## src/rtl/mem_port_arbiter_pkg.sv

```systemverilog
// mem_arb_pkg: shared types and defaults for the unified memory port arbiter.
// Holds the FSM state enum, the transaction owner enum and the default
// starvation limit used when the fetch starvation guard is built in.
package mem_arb_pkg;

  typedef enum logic [1:0] {
    ST_IDLE = 2'd0,
    ST_REQ  = 2'd1,
    ST_WAIT = 2'd2
  } state_t;

  typedef enum logic [1:0] {
    OWN_NONE = 2'd0,
    OWN_IF   = 2'd1,
    OWN_DATA = 2'd2
  } owner_t;

  localparam int STARVE_MAX_DEF = 4;

endpackage

```

## src/rtl/mem_port_arbiter_if.sv

```systemverilog
// mem_port_arbiter_if: bundles the fetch, data and memory-side signals of the
// arbiter. Modport master is the arbiter's view (it masters the memory port
// and answers the two requesters); modport slave is the surrounding system.
interface mem_port_arbiter_if #(
  parameter int ADDR_W = 32,
  parameter int DATA_W = 32
);
  // instruction fetch side
  logic                  if_req;
  logic [ADDR_W-1:0]     if_addr;
  logic                  if_flush;
  logic                  if_gnt;
  logic                  if_rvalid;
  logic [DATA_W-1:0]     if_rdata;
  // load/store side
  logic                  d_req;
  logic                  d_we;
  logic [ADDR_W-1:0]     d_addr;
  logic [DATA_W-1:0]     d_wdata;
  logic [DATA_W/8-1:0]   d_be;
  logic                  d_gnt;
  logic                  d_rvalid;
  logic [DATA_W-1:0]     d_rdata;
  // memory side
  logic                  mem_req;
  logic                  mem_we;
  logic [ADDR_W-1:0]     mem_addr;
  logic [DATA_W-1:0]     mem_wdata;
  logic [DATA_W/8-1:0]   mem_be;
  logic                  mem_gnt;
  logic                  mem_rvalid;
  logic [DATA_W-1:0]     mem_rdata;
  // pipeline halt
  logic                  fetch_stall;
  logic                  data_stall;

  modport master (
    input  if_req, if_addr, if_flush,
    output if_gnt, if_rvalid, if_rdata,
    input  d_req, d_we, d_addr, d_wdata, d_be,
    output d_gnt, d_rvalid, d_rdata,
    output mem_req, mem_we, mem_addr, mem_wdata, mem_be,
    input  mem_gnt, mem_rvalid, mem_rdata,
    output fetch_stall, data_stall
  );

  modport slave (
    output if_req, if_addr, if_flush,
    input  if_gnt, if_rvalid, if_rdata,
    output d_req, d_we, d_addr, d_wdata, d_be,
    input  d_gnt, d_rvalid, d_rdata,
    input  mem_req, mem_we, mem_addr, mem_wdata, mem_be,
    output mem_gnt, mem_rvalid, mem_rdata,
    input  fetch_stall, data_stall
  );

endinterface

```

## src/rtl/mem_port_arbiter.sv

```systemverilog
// mem_port_arbiter: shares one memory port between fetch and load/store, one
// transaction in flight; grant is combinational in IDLE, best-case rvalid two
// cycles after grant; memory backpressure holds REQ with stable fields.
// Ports: clk, rst (async, active-high), bus (mem_port_arbiter_if.master).
// Optional: define MEMARB_STARVE_GUARD_EN to force a fetch grant after
// STARVE_MAX consecutive data grants taken while fetch was waiting.
module mem_port_arbiter #(
  parameter int ADDR_W     = 32,
  parameter int DATA_W     = 32,
  parameter int STARVE_MAX = mem_arb_pkg::STARVE_MAX_DEF
) (
  input  logic                clk,
  input  logic                rst,
  mem_port_arbiter_if.master  bus
);
  import mem_arb_pkg::*;

  if (STARVE_MAX < 1 || STARVE_MAX > 15) begin : g_bad_starve_max
    $error("mem_port_arbiter: STARVE_MAX must be in 1..15");
  end

  state_t              state_q, state_d;
  owner_t              owner_q, owner_d;
  logic                drop_q, drop_d;
  logic                mem_we_q;
  logic [ADDR_W-1:0]   mem_addr_q;
  logic [DATA_W-1:0]   mem_wdata_q;
  logic [DATA_W/8-1:0] mem_be_q;
  logic [DATA_W-1:0]   if_rdata_q, d_rdata_q;

  logic if_gnt_c, d_gnt_c, if_rvalid_c, d_rvalid_c, mem_req_c;
  logic if_ok, force_if;

  // A flush in the same cycle as a fetch request withholds the fetch grant.
  assign if_ok = bus.if_req && !bus.if_flush;

`ifdef MEMARB_STARVE_GUARD_EN
  logic [3:0] starve_q;

  // Compared with >= and saturated so a flush-blocked forced cycle cannot
  // let the count run past the limit and starve fetch indefinitely.
  assign force_if = if_ok && (starve_q >= 4'(STARVE_MAX));

  always_ff @(posedge clk or posedge rst) begin
    if (rst) begin
      starve_q <= 4'd0;
    end else if (state_q == ST_IDLE) begin
      if (if_gnt_c || !bus.if_req)
        starve_q <= 4'd0;
      else if (d_gnt_c && starve_q != 4'hF)
        starve_q <= starve_q + 4'd1;
    end
  end
`else
  assign force_if = 1'b0;
`endif

  always_comb begin
    state_d     = state_q;
    owner_d     = owner_q;
    drop_d      = drop_q;
    if_gnt_c    = 1'b0;
    d_gnt_c     = 1'b0;
    if_rvalid_c = 1'b0;
    d_rvalid_c  = 1'b0;
    mem_req_c   = 1'b0;
    case (state_q)
      ST_IDLE: begin
        if (bus.d_req && !force_if) begin
          d_gnt_c = 1'b1;
          owner_d = OWN_DATA;
          state_d = ST_REQ;
        end else if (if_ok) begin
          if_gnt_c = 1'b1;
          owner_d  = OWN_IF;
          state_d  = ST_REQ;
        end
      end
      ST_REQ: begin
        mem_req_c = 1'b1;
        if (bus.if_flush && owner_q == OWN_IF) drop_d = 1'b1;
        if (bus.mem_gnt) state_d = ST_WAIT;
      end
      ST_WAIT: begin
        if (bus.if_flush && owner_q == OWN_IF) drop_d = 1'b1;
        if (bus.mem_rvalid) begin
          // A flush arriving with the response still discards it.
          if (owner_q == OWN_IF)   if_rvalid_c = !drop_q && !bus.if_flush;
          if (owner_q == OWN_DATA) d_rvalid_c  = 1'b1;
          state_d = ST_IDLE;
          owner_d = OWN_NONE;
          drop_d  = 1'b0;
        end
      end
      default: begin
        state_d = ST_IDLE;
        owner_d = OWN_NONE;
        drop_d  = 1'b0;
      end
    endcase
  end

  always_ff @(posedge clk or posedge rst) begin
    if (rst) begin
      state_q     <= ST_IDLE;
      owner_q     <= OWN_NONE;
      drop_q      <= 1'b0;
      mem_we_q    <= 1'b0;
      mem_addr_q  <= '0;
      mem_wdata_q <= '0;
      mem_be_q    <= '0;
      if_rdata_q  <= '0;
      d_rdata_q   <= '0;
    end else begin
      state_q <= state_d;
      owner_q <= owner_d;
      drop_q  <= drop_d;
      if (d_gnt_c) begin
        mem_we_q    <= bus.d_we;
        mem_addr_q  <= bus.d_addr;
        mem_wdata_q <= bus.d_wdata;
        mem_be_q    <= bus.d_be;
      end else if (if_gnt_c) begin
        mem_we_q    <= 1'b0;
        mem_addr_q  <= bus.if_addr;
        mem_wdata_q <= '0;
        mem_be_q    <= '1;
      end
      if (if_rvalid_c) if_rdata_q <= bus.mem_rdata;
      if (d_rvalid_c)  d_rdata_q  <= bus.mem_rdata;
    end
  end

  // mem_req comes straight from the state register so reset drops it at once.
  assign bus.mem_req   = mem_req_c;
  assign bus.mem_we    = mem_we_q;
  assign bus.mem_addr  = mem_addr_q;
  assign bus.mem_wdata = mem_wdata_q;
  assign bus.mem_be    = mem_be_q;

  assign bus.if_gnt    = if_gnt_c;
  assign bus.d_gnt     = d_gnt_c;
  assign bus.if_rvalid = if_rvalid_c;
  assign bus.d_rvalid  = d_rvalid_c;
  assign bus.if_rdata  = if_rvalid_c ? bus.mem_rdata : if_rdata_q;
  assign bus.d_rdata   = d_rvalid_c  ? bus.mem_rdata : d_rdata_q;

  assign bus.fetch_stall = (bus.if_req || owner_q == OWN_IF)   && !if_rvalid_c;
  assign bus.data_stall  = (bus.d_req  || owner_q == OWN_DATA) && !d_rvalid_c;

endmodule

```

## src/flat_wrapper.sv

```systemverilog
// flat-port wrapper written by rule: the top's interface ports become plain ports
module mem_port_arbiter_flat import mem_arb_pkg::*;
#(
  parameter int ADDR_W     = 32,
  parameter int DATA_W     = 32,
  parameter int STARVE_MAX = mem_arb_pkg::STARVE_MAX_DEF
)
  (clk, rst, bus_if_req, bus_if_addr, bus_if_flush, bus_if_gnt, bus_if_rvalid, bus_if_rdata, bus_d_req, bus_d_we, bus_d_addr, bus_d_wdata, bus_d_be, bus_d_gnt, bus_d_rvalid, bus_d_rdata, bus_mem_req, bus_mem_we, bus_mem_addr, bus_mem_wdata, bus_mem_be, bus_mem_gnt, bus_mem_rvalid, bus_mem_rdata, bus_fetch_stall, bus_data_stall);
  mem_port_arbiter_if #(.ADDR_W(ADDR_W), .DATA_W(DATA_W)) bus_i ();
  input  logic clk;
  input  logic rst;
  input wire logic [$bits(bus_i.if_req)-1:0] bus_if_req;
  input wire logic [$bits(bus_i.if_addr)-1:0] bus_if_addr;
  input wire logic [$bits(bus_i.if_flush)-1:0] bus_if_flush;
  output wire logic [$bits(bus_i.if_gnt)-1:0] bus_if_gnt;
  output wire logic [$bits(bus_i.if_rvalid)-1:0] bus_if_rvalid;
  output wire logic [$bits(bus_i.if_rdata)-1:0] bus_if_rdata;
  input wire logic [$bits(bus_i.d_req)-1:0] bus_d_req;
  input wire logic [$bits(bus_i.d_we)-1:0] bus_d_we;
  input wire logic [$bits(bus_i.d_addr)-1:0] bus_d_addr;
  input wire logic [$bits(bus_i.d_wdata)-1:0] bus_d_wdata;
  input wire logic [$bits(bus_i.d_be)-1:0] bus_d_be;
  output wire logic [$bits(bus_i.d_gnt)-1:0] bus_d_gnt;
  output wire logic [$bits(bus_i.d_rvalid)-1:0] bus_d_rvalid;
  output wire logic [$bits(bus_i.d_rdata)-1:0] bus_d_rdata;
  output wire logic [$bits(bus_i.mem_req)-1:0] bus_mem_req;
  output wire logic [$bits(bus_i.mem_we)-1:0] bus_mem_we;
  output wire logic [$bits(bus_i.mem_addr)-1:0] bus_mem_addr;
  output wire logic [$bits(bus_i.mem_wdata)-1:0] bus_mem_wdata;
  output wire logic [$bits(bus_i.mem_be)-1:0] bus_mem_be;
  input wire logic [$bits(bus_i.mem_gnt)-1:0] bus_mem_gnt;
  input wire logic [$bits(bus_i.mem_rvalid)-1:0] bus_mem_rvalid;
  input wire logic [$bits(bus_i.mem_rdata)-1:0] bus_mem_rdata;
  output wire logic [$bits(bus_i.fetch_stall)-1:0] bus_fetch_stall;
  output wire logic [$bits(bus_i.data_stall)-1:0] bus_data_stall;
  assign bus_i.if_req = bus_if_req;
  assign bus_i.if_addr = bus_if_addr;
  assign bus_i.if_flush = bus_if_flush;
  assign bus_if_gnt = bus_i.if_gnt;
  assign bus_if_rvalid = bus_i.if_rvalid;
  assign bus_if_rdata = bus_i.if_rdata;
  assign bus_i.d_req = bus_d_req;
  assign bus_i.d_we = bus_d_we;
  assign bus_i.d_addr = bus_d_addr;
  assign bus_i.d_wdata = bus_d_wdata;
  assign bus_i.d_be = bus_d_be;
  assign bus_d_gnt = bus_i.d_gnt;
  assign bus_d_rvalid = bus_i.d_rvalid;
  assign bus_d_rdata = bus_i.d_rdata;
  assign bus_mem_req = bus_i.mem_req;
  assign bus_mem_we = bus_i.mem_we;
  assign bus_mem_addr = bus_i.mem_addr;
  assign bus_mem_wdata = bus_i.mem_wdata;
  assign bus_mem_be = bus_i.mem_be;
  assign bus_i.mem_gnt = bus_mem_gnt;
  assign bus_i.mem_rvalid = bus_mem_rvalid;
  assign bus_i.mem_rdata = bus_mem_rdata;
  assign bus_fetch_stall = bus_i.fetch_stall;
  assign bus_data_stall = bus_i.data_stall;
  mem_port_arbiter #(.ADDR_W(ADDR_W), .DATA_W(DATA_W), .STARVE_MAX(STARVE_MAX)) u_core (.clk(clk), .rst(rst), .bus(bus_i));
endmodule
```

## config.mk

```make
export PLATFORM = sky130hd
export DESIGN_NAME = mem_port_arbiter_flat
export DESIGN_NICKNAME = d
export VERILOG_FILES = /design/src/rtl/mem_port_arbiter_pkg.sv /design/src/rtl/mem_port_arbiter_if.sv /design/src/rtl/mem_port_arbiter.sv /design/src/flat_wrapper.sv
export SDC_FILE = /design/constraint.sdc
export NUM_CORES = 1
export LEC_CHECK = 0
export ABC_AREA = 1
export BUFFER_PORTS_ARGS = -buffer_cell sky130_fd_sc_hd__buf_2
export CORE_MARGIN = 4
export CORE_UTILIZATION = 51
export DETAILED_ROUTE_END_ITERATION = 10
export GPL_TIMING_DRIVEN = 0
export PLACE_DENSITY_LB_ADDON = 0.3
export SETUP_SLACK_MARGIN = 0.1
export SLEW_MARGIN = 15
export SYNTH_ARGS = -nofsm -noshare
export SYNTH_HDL_FRONTEND = slang
export SYNTH_SLANG_ARGS = --single-unit
```

## constraint.sdc

```tcl
create_clock -name clk -period 8.5 [get_ports clk]
set_clock_uncertainty 0.15 [all_clocks]
set_input_delay 2.55 -clock clk [delete_from_list [all_inputs] [get_ports clk]]
set_output_delay 2.55 -clock clk [all_outputs]
set_load 0.05 [all_outputs]
```

# Word level (Yosys, flattened, before mapping)
# Index checks and enable logic that the tools add are counted.
[op_classes]
mux = 32
bitwise_logic = 1
reduce_logical = 15
n_eq_ne = 7
[ops]
columns = ["cell", "count"]
rows = [
  ["2-to-1 mux 32 bit", 6],
  ["2-to-1 mux 1 bit", 16],
  ["one-hot mux 2 bit (3 select lines)", 2],
  ["2-to-1 mux 2 bit", 5],
  ["2-to-1 mux 4 bit", 2],
  ["AND reduction 3 bit", 2],
  ["logical AND 1 bit", 5],
  ["== test 2 x 1 -> 1 bit, second input constant", 2],
  ["== test 2 bit, second input constant", 2],
  ["zero test 1 bit", 4],
  ["inequality test 2 bit, second input constant", 2],
  ["inequality test 3 x 2 -> 1 bit, second input constant", 1],
  ["one-hot mux 1 bit (3 select lines)", 1],
  ["zero test 2 bit", 1],
  ["logical OR 1 bit", 2],
  ["nonzero test 2 bit", 1],
  ["inverter 1 bit", 1],
]
[word_totals]
register_bits = 138
inputBits = 140

# Logic depth before layout (Yosys ltp)
# Gate-level depths: netlist (run 1).
[depth]
ltp_word = 7
mapped_depth = 9
depth_no_buf = 8

# Worst setup path before layout (run 1)
# Ideal clock, no wire load.
[synth_path]
path_kind = "input-to-output"
startpoint = "input port bus_mem_rvalid"
endpoint = "output port bus_d_rdata[23]"
stages = 5
t_required_ns = 5.800
path_buffers = 1
slack_ns = 2.195
t_arrival_ns = 3.605
cell_sequence = "nand2_2 nor3_4 buf_6 nand2_1 nand2_1"
[synth_between]
elab_chain_cells = 3
[synth_rtl]
columns = ["item", "line_no", "text"]
rows = [
  ["start: declaration", "flat_wrapper.sv:32", "input wire logic [$bits(bus_i.mem_rvalid)-1:0] bus_mem_rvalid;"],
  ["2-to-1 mux 1 bit", "mem_port_arbiter.sv:86", "if (bus.mem_rvalid) begin"],
  ["2-to-1 mux 1 bit", "mem_port_arbiter.sv:67", "case (state_q)"],
  ["net bus_d_rvalid", "flat_wrapper.sv:24", "output wire logic [$bits(bus_i.d_rvalid)-1:0] bus_d_rvalid;"],
  ["2-to-1 mux 32 bit", "n/a", ""],
  ["end: declaration", "flat_wrapper.sv:25", "output wire logic [$bits(bus_i.d_rdata)-1:0] bus_d_rdata;"],
]
# The timed path passes the listed nets, and every way through them passes these cells.

# Final worst setup path (run 1)
[layout_path]
startpoint = "input port bus_if_flush"
endpoint = "output port bus_if_rdata[17]"
[layout_between]
elab_chain_cells = 6
[layout_rtl]
columns = ["item", "line_no", "text"]
rows = [
  ["start: declaration", "flat_wrapper.sv:14", "input wire logic [$bits(bus_i.if_flush)-1:0] bus_if_flush;"],
  ["zero test 1 bit", "mem_port_arbiter.sv:88", "if (owner_q == OWN_IF) if_rvalid_c = !drop_q && !bus.if_flush;"],
  ["logical AND 1 bit", "mem_port_arbiter.sv:88", ""],
  ["2-to-1 mux 1 bit", "mem_port_arbiter.sv:88", ""],
  ["2-to-1 mux 1 bit", "mem_port_arbiter.sv:86", ""],
  ["2-to-1 mux 1 bit", "mem_port_arbiter.sv:67", ""],
  ["2-to-1 mux 32 bit", "n/a", ""],
  ["end: declaration", "flat_wrapper.sv:17", "output wire logic [$bits(bus_i.if_rdata)-1:0] bus_if_rdata;"],
]
# No other way between the ends.

==> reports/results.tsv, run 1 <==
metric	value	unit
cts_buffer_depth	2	
cpPeakStageDelay	0.38	ns
crit_top_cell	buf_2	
core.rowCount	39	
syn_avg_cell_area	8.157	um2
status	complete, no violations	
netlist_area	6028	um2
num_antenna_cells	0	
syn_inst	739	
slew_headroom	0.6762	
area_delta_synth_final	36.90	%
p_sw	1.887	mW
io_buffers	279	
path_class	primary input to output port	
cp-start-kind	primary input	
die_w	116.7	um
p_int	1.811	mW
cpMaxStageDelayCell	nor2_1	
clkLatencyLatePin	0.41	ns
max-vdd-ir-drop	0.3281	mV
yosysSeqAreaShare	0.5729	
dr.pass1.iters	5	
wire_per_inst	14.90	um
nets	1182	
route.detailed.drc	0	
grt_first_pass_wirelength	27160	um
crit_family	buffers and inverters	
clkTransAtPathRegs	0.06	ns
vias	5904	
drv_cap	0	
drtIter0Drc	414	
post_cts_buffers	0	
crit_chain	buf_2 -> nor2_1 -> buf_2 -> nand3_1 -> nand2_1 -> buf_2	
final_cell_mix	nand2_1, buf_2, dfrtp_1	
antenna_found_initial	1	
wl	17790	um
worstMarginPinSlew	0.4840	ns
rsz0062_at_grt	false	
slew_violations	0	
p_leak	5.105	nW
fp.dieH	116.7	um
fin_crit_sh	0.7768	
hold_violations	0	
synth_top_area_share	0.5729	
power_frac_seq	0.282	
path_buf_inv	3	
cts_tree	yes	
start_util	0.5235	
htreeDepth	4	
cts.sinks	138	
vias_per_cell	4.945	
tns	0	ns
final_cells	1194	
clockRootBuffer	clkbuf_16	
ios	280	
min_path_type	flop to flop	
p_comb_frac	0.514	
cp_max_fo	10	
gp_routability_congestion	0.8249	
hpwl	12970	um
cts-buffers-inserted	17	
synth-seq-cells	138	
die_area	13620	um2
final_common_cell	nand2_1	
setup_viol	0	
gr-usage-all-layers	0.2587	
ys_warn_count	0	
nFillCells	948	
p_per_area	448.1	nW/um2
yosys-top-cells-area	dfrtp_1, nand2_1, nand3_1	
drive_gt1_frac	0.3406	
grt_max_degree	83	
holdBufCountCts	0	
clkPwrFrac	0.205	
ctsResizeCount	0	
gr-total-overflow	0	
grt_pass1_vias	5602	
cp-end-kind	output port	
syn_nets	883	
synth_area_leader_cell	dfrtp_1	
max_freq	151.5	MHz
synthDistinctLibCells	21	
min_period	6.603	ns
crit_required	5.80	ns
ant_nets	0	
coreArea	11520	um2
arrival	3.90	ns
switching_share	0.5102	
dp_cells	1162	
[metal layers]
layer	global-route usage	share of wire	vias up
li1	-	-	2903
met2	0.4353	0.50	266
met4	0.09709	0.023	2
met1	0.3070	0.39	2703
met5	0	0.00039	-
met3	0.08964	0.091	30
[Yosys cell counts]
| master | number |
|---|---|
| nand3_1 | 103 |
| inv_1 | 14 |
| nand2_2 | 2 |
| nand2_1 | 419 |
| nor2_4 | 1 |
| o21bai_1 | 1 |
| nor3_4 | 1 |
| dfrtp_1 | 138 |
| inv_2 | 3 |
| o21ai_0 | 1 |
| a21oi_1 | 1 |
| clkbuf_1 | 7 |
| nor2_1 | 4 |
| nor2_2 | 1 |
| inv_4 | 1 |
| buf_4 | 3 |
| nand2_4 | 1 |
| buf_2 | 24 |
| buf_6 | 9 |
| ha_1 | 4 |
| or2_0 | 1 |
[cells by family (layout without fill, tap and decap cells)]
logic type,after synthesis,count (layout),share of synthesized area
AO/OA/AOI/OAI,3,3,0.002905
adder cells (fa/ha/maj),4,4,0.008303
buffers and inverters,61,373,0.05646
flip-flops,138,138,0.5729
AND/OR/NAND/NOR,533,533,0.3595
[cell type report]
class / instances / area (um2) / area share
clock inverter: 11 / 143.9 / 0.01743
buffer: 43 / 270.3 / 0.03275
sequential: 138 / 3453 / 0.4184
tap: 143 / 178.9 / 0.02168
multi-input combinational: 540 / 2235 / 0.2708
timing repair buffer: 280 / 1424 / 0.1725
inverter: 18 / 77.57 / 0.009400
clock buffer: 21 / 470.5 / 0.05700
[registers in the layout, summed over array words and instances, names as in the netlist]
signal                flops
u_core.bus.mem_wdata     32
u_core.drop_q             1
u_core.bus.mem_we         1
u_core.state_q            2
u_core.bus.mem_addr      32
u_core.if_rdata_q        32
u_core.owner_q            2
u_core.bus.mem_be         4
u_core.d_rdata_q         32
[through the flow]
| step | utilization | hold WS, ns | worst slack [ns] | power, mW | area, um2 |
|---|---|---|---|---|---|
| 4_1_cts | 0.7166 | 0.3137 | 1.895 | 3.717 | 8253 |
| 3_3_place_gp | 0.6603 | 0.2958 | 0.5975 | 2.915 | 7604 |
| 3_5_place_dp | 0.6633 | 0.2998 | 1.913 | 2.945 | 7639 |
| 6_report | 0.7166 | 0.3142 | 1.897 | 3.698 | 8253 |
| 2_1_floorplan | - | 0.2919 | 2.104 | 2.466 | 6028 |
| 5_1_grt | 0.7166 | 0.3238 | 1.818 | 3.890 | 8253 |
[tightest hold or removal path, stage by stage, from the launching register on]
cell     delay (ns)
dfrtp_1        0.32
nand2_1        0.05
nand2_1        0.06
[worst paths after layout]
check / startpoint / endpoint / slack [ns] / cells past startpoint
worst max-delay path: bus_if_flush / bus_if_rdata[17] / 1.90 / 6
worst min-delay path: u_core.d_rdata_q[25] / u_core.d_rdata_q[25] / 0.31 / 2
worst max register to register: u_core.state_q[0] / u_core.d_rdata_q[8] / 6.61 / 8
worst min register to register: u_core.d_rdata_q[25] / u_core.d_rdata_q[25] / 0.31 / 2
max in group asynchronous: rst / u_core.if_rdata_q[23] / 5.47 / 3
min in group asynchronous: rst / u_core.bus.mem_addr[26] / 1.99 / 2
[power groups by stage]
stage / Clock [mW] / Sequential, mW / Combinational (mW)
5_1_grt: 0.798 / 1.07 / 2.03
4_1_cts: 0.766 / 1.04 / 1.91
2_1_floorplan: 0 / 1.56 / 0.906
3_5_place_dp: 0 / 1.04 / 1.91
6_report: 0.757 / 1.04 / 1.90
3_3_place_gp: 0 / 1.03 / 1.88
(Power assumes the default switching activity.)
==> inputs of run 2 (changes only) <==
Settings changed: ABC_AREA 1 to 0, CORE_UTILIZATION 51 to 42.
Clock period 8.5 ns to 5.65 ns, I/O delays scaled along.
==> run 2 against run 1 <==
Sequential power up 52%. Final cell count is 22% lower. Combinational power rose by 56%. Synthesized cell count shrank 40%. Sequential cell count unchanged. Worst hold slack improved by 0.018 ns. Clock power up 52%.
==> reports/results.tsv, run 2 <==
metric	value	unit	change
status	complete, no violations		
yosys-top-cells-area	dfrtp_1, mux2_1, mux2_4		
worstMarginPinSlew	0.5383	ns	+0.05428 ns
min_to	u_core.d_rdata_q[10]		
crit_family	buffers and inverters		
fp.dieH	126.4	um	+8.3%
regToRegEndpoint	u_core.bus.mem_wdata[18]		
grt_first_pass_wirelength	24940	um	-8.2%
wire_per_inst	16.79	um	+13%
final_util	0.6037		-0.1130
r2r-start	u_core.state_q[0]		
max_freq	205.2	MHz	
hpwl	12070	um	-6.9%
clockRootBuffer	clkbuf_16		
crit_chain	buf_2 -> nor2_1 -> nand4_4 -> buf_2 -> mux2_1 -> buf_2		
grt_max_degree	79		-4.8%
htreeDepth	4		unchanged
final_cell_mix	buf_2, dfrtp_1, nand2_1		
vias_per_cell	4.857		-1.8%
die_w	126.4	um	+8.3%
tns	0	ns	unchanged
wl	15570	um	-12%
min_period	4.874	ns	
route.detailed.drc	0		unchanged
synth-seq-cells	138		unchanged
core.rowCount	42		+7.7%
syn_nets	584		-34%
crit_required	3.81	ns	-1.99 ns
gr-usage-all-layers	0.1954		-0.06328
drive_gt1_frac	0.5286		+0.1880
yosysSeqAreaShare	0.5866		+0.01376
grt_pass1_vias	4911		-12%
nets	883		-25%
cpPeakStageDelay	0.37	ns	about the same
ys_warn_count	0		unchanged
cp-start-kind	primary input		
synthFlopType	dfrtp_1		
cts_buffer_depth	2		unchanged
setup_viol	0		unchanged
cpMaxStageDelayCell	mux2_1		
cp_max_fo	10		unchanged
cts_tree	yes		
dr.pass1.iters	4		-1
path_class	primary input to output port		
gr-total-overflow	0		unchanged
netlist_area	5887	um2	-2.3%
syn_avg_cell_area	13.38	um2	+64%
max-vdd-ir-drop	0.4308	mV	+31%
holdBufCountCts	0		unchanged
drv_cap	0		unchanged
num_antenna_cells	0		unchanged
arrival	3.03	ns	-0.87 ns
start_util	0.4359		-0.08758
post_cts_buffers	0		unchanged
slew_headroom	0.6412		-0.03499
syn_inst	440		-40%
ios	280		unchanged
area_delta_synth_final	38.49	%	
synthDistinctLibCells	30		+43%
fin_crit_sh	0.8627		
final_cells	927		-22%
p_per_area	699.8	nW/um2	+56%
antenna_found_initial	2		+1
yosysMostFrequentCell	dfrtp_1		
reg2reg_slack	3.53	ns	-3.08 ns
rsz0062_at_grt	false		
dp_cells	896		-23%
crit_top_cell	buf_2		
final_common_cell	buf_2		
cts.sinks	138		unchanged
synth_edf_count	0		unchanged
coreArea	13510	um2	+17%
nFillCells	1134		+20%
holdPathStages	1		-1
p_total	5.705	mW	+54%
min_path_type	flop to flop		
die_area	15970	um2	+17%
hp-start	u_core.d_rdata_q[10]		
path_buf_inv	3		unchanged
slew_violations	0		unchanged
cts-buffers-inserted	17		unchanged
synth_common_cells	dfrtp_1, nand2_1, mux2_1		
drtIter0Drc	201		-51%
cp-end-kind	output port		
io_buffers	279		unchanged
p_leak	4.567	nW	-11%
synth_top_area_share	0.5866		+0.01376
clkLatencyLatePin	0.40	ns	about the same
gp_routability_congestion	0.8801		+6.7%
hold_violations	0		unchanged
synth_area_leader_cell	dfrtp_1		
clkTransAtPathRegs	0.06	ns	about the same
synthArstFlopShare	1.000		unchanged
vias	4502		-24%
ctsResizeCount	0		unchanged
ant_nets	0		unchanged
rr_worst_depth	8		unchanged
## run 2: power breakdown
part           total, mW  switching (mW)  internal, mW
clock               1.15           0.402         0.747
combinational       2.97            2.20         0.776
sequential          1.58           0.171          1.41
total               5.71            2.77          2.93
## run 2: final cells by class
class	instances	area [um2]	area share
buffer	24	138.9	0.01703
clock buffer	19	442.9	0.05433
clock inverter	12	173.9	0.02133
inverter	10	42.54	0.005218
multi-input combinational	268	2257	0.2769
sequential	138	3453	0.4236
tap	176	220.2	0.02701
timing repair buffer	280	1424	0.1746
## run 2: stage by stage
stage / area [um2] / hold slack, ns / setup slack [ns]
after CTS: 8153 / 0.3350 / 0.7586
after detailed placement: 7536 / 0.3221 / 0.7521
after floorplan: 5887 / 0.3418 / 0.1088
final: 8153 / 0.3320 / 0.7757
after global placement: 7503 / 0.3154 / -1.234
after global routing: 8153 / 0.3456 / 0.6765
## run 2: worst max path at each step
stage | from | endpoint | slack (ns) | cells after the start
2_1_floorplan | rst | u_core.bus.mem_addr[0] | 0.11 | 1
3_3_place_gp | rst | u_core.bus.mem_addr[20] | -1.23 | 2
3_5_place_dp | bus_if_flush | bus_if_rdata[27] | 0.75 | 6
4_1_cts | bus_if_flush | bus_if_rdata[27] | 0.76 | 6
5_1_grt | bus_if_flush | bus_if_rdata[23] | 0.68 | 6
6_report | bus_if_flush | bus_if_rdata[27] | 0.78 | 6
## run 2: logic make-up after synthesis
kind of cell / synth area share
mux: 0.2653
buf+inv: 0.02997
flops: 0.5866
simple gates: 0.09352
compound gates: 0.01615
fa+ha+maj: 0.008502
## run 2: routing by layer
layer	global-route usage	share of wire
met1	0.2315	0.40
met2	0.3313	0.50
met3	0.07146	0.091
met4	0.06309	0.015
met5	0	0.0017
## run 2: worst reg2reg max path, cell delays in order, from the launching register on
cell and delay [ns]:
dfrtp_1 0.36, inv_1 0.08, ha_1 0.26, nand2_2 0.27, buf_6 0.23, buf_2 0.25, buf_2 0.26, nand3_1 0.11
nand2_1 0.09
==> inputs of run 3 (changes only) <==
Settings changed: CORE_MARGIN 4 to unset.
==> run 3 against run 2 <==
Combinational power hardly changed. Worst hold slack better by 0.0034 ns. Sequential cell count stayed put. Worst setup slack worse by 0.014 ns. Global-route usage is 2.1 points higher. Final area is 0.25% higher. Power is 0.55% higher. Die area is 9.3% lower. Utilization is 0.38 points higher. Register-to-register slack better by 0.03 ns. Sequential power hardly changed. Clock-buffer cell count is 2 higher.
==> reports/results.tsv, run 3 (synthesis results as in run 2) <==
metric	value	unit	change
holdBufCountCts	0		unchanged
max-vdd-ir-drop	0.3595	mV	-17%
dr.pass1.iters	4		unchanged
gp_routability_congestion	0.8124		-7.7%
htreeDepth	4		unchanged
p_per_area	701.9	nW/um2	+0.30%
reg2reg_slack	3.56	ns	+0.03 ns
arrival	3.04	ns	about the same
slew_violations	0		unchanged
post_cts_buffers	0		unchanged
drive_gt1_frac	0.5293		+0.0006268
worstMarginPinSlew	0.6136	ns	+0.07536 ns
p_leak	4.570	nW	about the same
cp-start-kind	primary input		
cp_max_fo	10		unchanged
cts-buffers-inserted	17		unchanged
vias	4498		-0.089%
ios	280		unchanged
max_freq	204.6	MHz	-0.29%
final_common_cell	buf_2		
hold_violations	0		unchanged
clockRootBuffer	clkbuf_16		
gr-usage-all-layers	0.2167		+0.02131
area_delta_synth_final	38.83	%	
min_path_type	flop to flop		
vias_per_cell	4.847		-0.20%
grt_max_degree	74		-6.3%
pre_cts_ws	0.7268	ns	-0.02535 ns
nFillCells	1125		-0.79%
setup_slack	0.7614	ns	-0.01433 ns
num_antenna_cells	0		unchanged
fin_crit_sh	0.8652		+0.002536
clkLatencyLatePin	0.41	ns	about the same
antenna_found_initial	0		-2
clkTransAtPathRegs	0.06	ns	about the same
cts_tree	yes		
tns	0	ns	unchanged
drtIter0Drc	186		-7.5%
final_cell_mix	buf_2, dfrtp_1, nand2_1		
status	complete, no violations		
ctsResizeCount	0		unchanged
drv_cap	0		unchanged
hpwl	11450	um	-5.1%
gr-total-overflow	0		unchanged
final_cells	928		+0.11%
die_area	14490	um2	-9.3%
rsz0062_at_grt	false		
wire_per_inst	16.28	um	-3.0%
min_period	4.889	ns	+0.01433 ns
ant_nets	0		unchanged
cts.sinks	138		unchanged
cts_buffer_depth	2		unchanged
io_buffers	279		unchanged
start_util	0.4376		+0.001703
grt_first_pass_wirelength	23870	um	-4.3%
dp_cells	896		unchanged
core.rowCount	42		unchanged
setup_viol	0		unchanged
die_w	120.4	um	-4.7%
slew_headroom	0.5909		-0.05024
grt_pass1_vias	4721		-3.9%
coreArea	13450	um2	-0.39%
fp.dieH	120.4	um	-4.7%
nets	883		unchanged
path_class	primary input to output port		
cp-end-kind	output port		
wl	15110	um	-2.9%
route.detailed.drc	0		unchanged
crit_required	3.81	ns	about the same
-- run 3: changes by cell type in the layout (fill, tap and decap cells not counted) --
| cell | previous run | this run |
|---|---|---|
| clkinv_4 | 3 | 0 |
| clkbuf_8 | 1 | 3 |
| clkinvlp_4 | 1 | 3 |
| clkinv_2 | 4 | 3 |
| inv_6 | 1 | 2 |
-- run 3: worst max-delay path: stages --
cell	delay, ns
buf_2	0.13
nor2_1	0.17
nand4_4	0.19
buf_2	0.26
mux2_1	0.37
buf_2	0.22
-- run 3: path summary, 6_finish.rpt --
kind | from | to | cells after the start
setup / recovery | bus_if_flush | bus_if_rdata[28] | 6
hold / removal | u_core.d_rdata_q[20] | u_core.d_rdata_q[20] | 1
setup reg to reg | u_core.state_q[1] | u_core.bus.mem_wdata[10] | 8
hold reg to reg | u_core.d_rdata_q[20] | u_core.d_rdata_q[20] | 1
max in group asynchronous | rst | u_core.if_rdata_q[17] | 3
min in group asynchronous | rst | u_core.bus.mem_addr[7] | 2
-- run 3: routing by layer --
metal / routed length, um / track usage / part of all wire / up-vias
met4: 186 / 0.07562 / 0.012 / 0
met2: 7608 / 0.3707 / 0.50 / 203
met3: 1165 / 0.06745 / 0.077 / 16
li1: - / - / - / 2107
met5: 0 / 0 / 0 / -
met1: 6151 / 0.2571 / 0.41 / 2172
-- run 3: metrics by stage --
stage          hold WS (ns)    util  instance area [um2]  total power, mW
2_1_floorplan        0.3418       -                 5887            3.877
3_3_place_gp         0.3169  0.5578                 7503            4.513
3_5_place_dp         0.3246  0.5602                 7536            4.581
4_1_cts              0.3385  0.6075                 8173            5.790
5_1_grt              0.3474  0.6075                 8173            6.013
6_report             0.3354  0.6075                 8173            5.736
-- run 3: layout make-up --
class / instances / area, um2 / area share
Sequential cell: 138 / 3453 / 0.4225
Inverter: 10 / 42.54 / 0.005205
Multi-Input combinational cell: 268 / 2257 / 0.2762
Buffer: 24 / 138.9 / 0.01699
Tap cell: 176 / 220.2 / 0.02694
Clock buffer: 21 / 470.5 / 0.05756
Clock inverter: 11 / 166.4 / 0.02036
Timing Repair Buffer: 280 / 1424 / 0.1742
-- run 3: report_power, final --
| part | internal (mW) | switching (mW) | total, mW |
|---|---|---|---|
| Clock | 0.773 | 0.415 | 1.19 |
| Combinational | 0.776 | 2.18 | 2.96 |
| Sequential | 1.41 | 0.181 | 1.59 |
| Total | 2.96 | 2.78 | 5.74 |
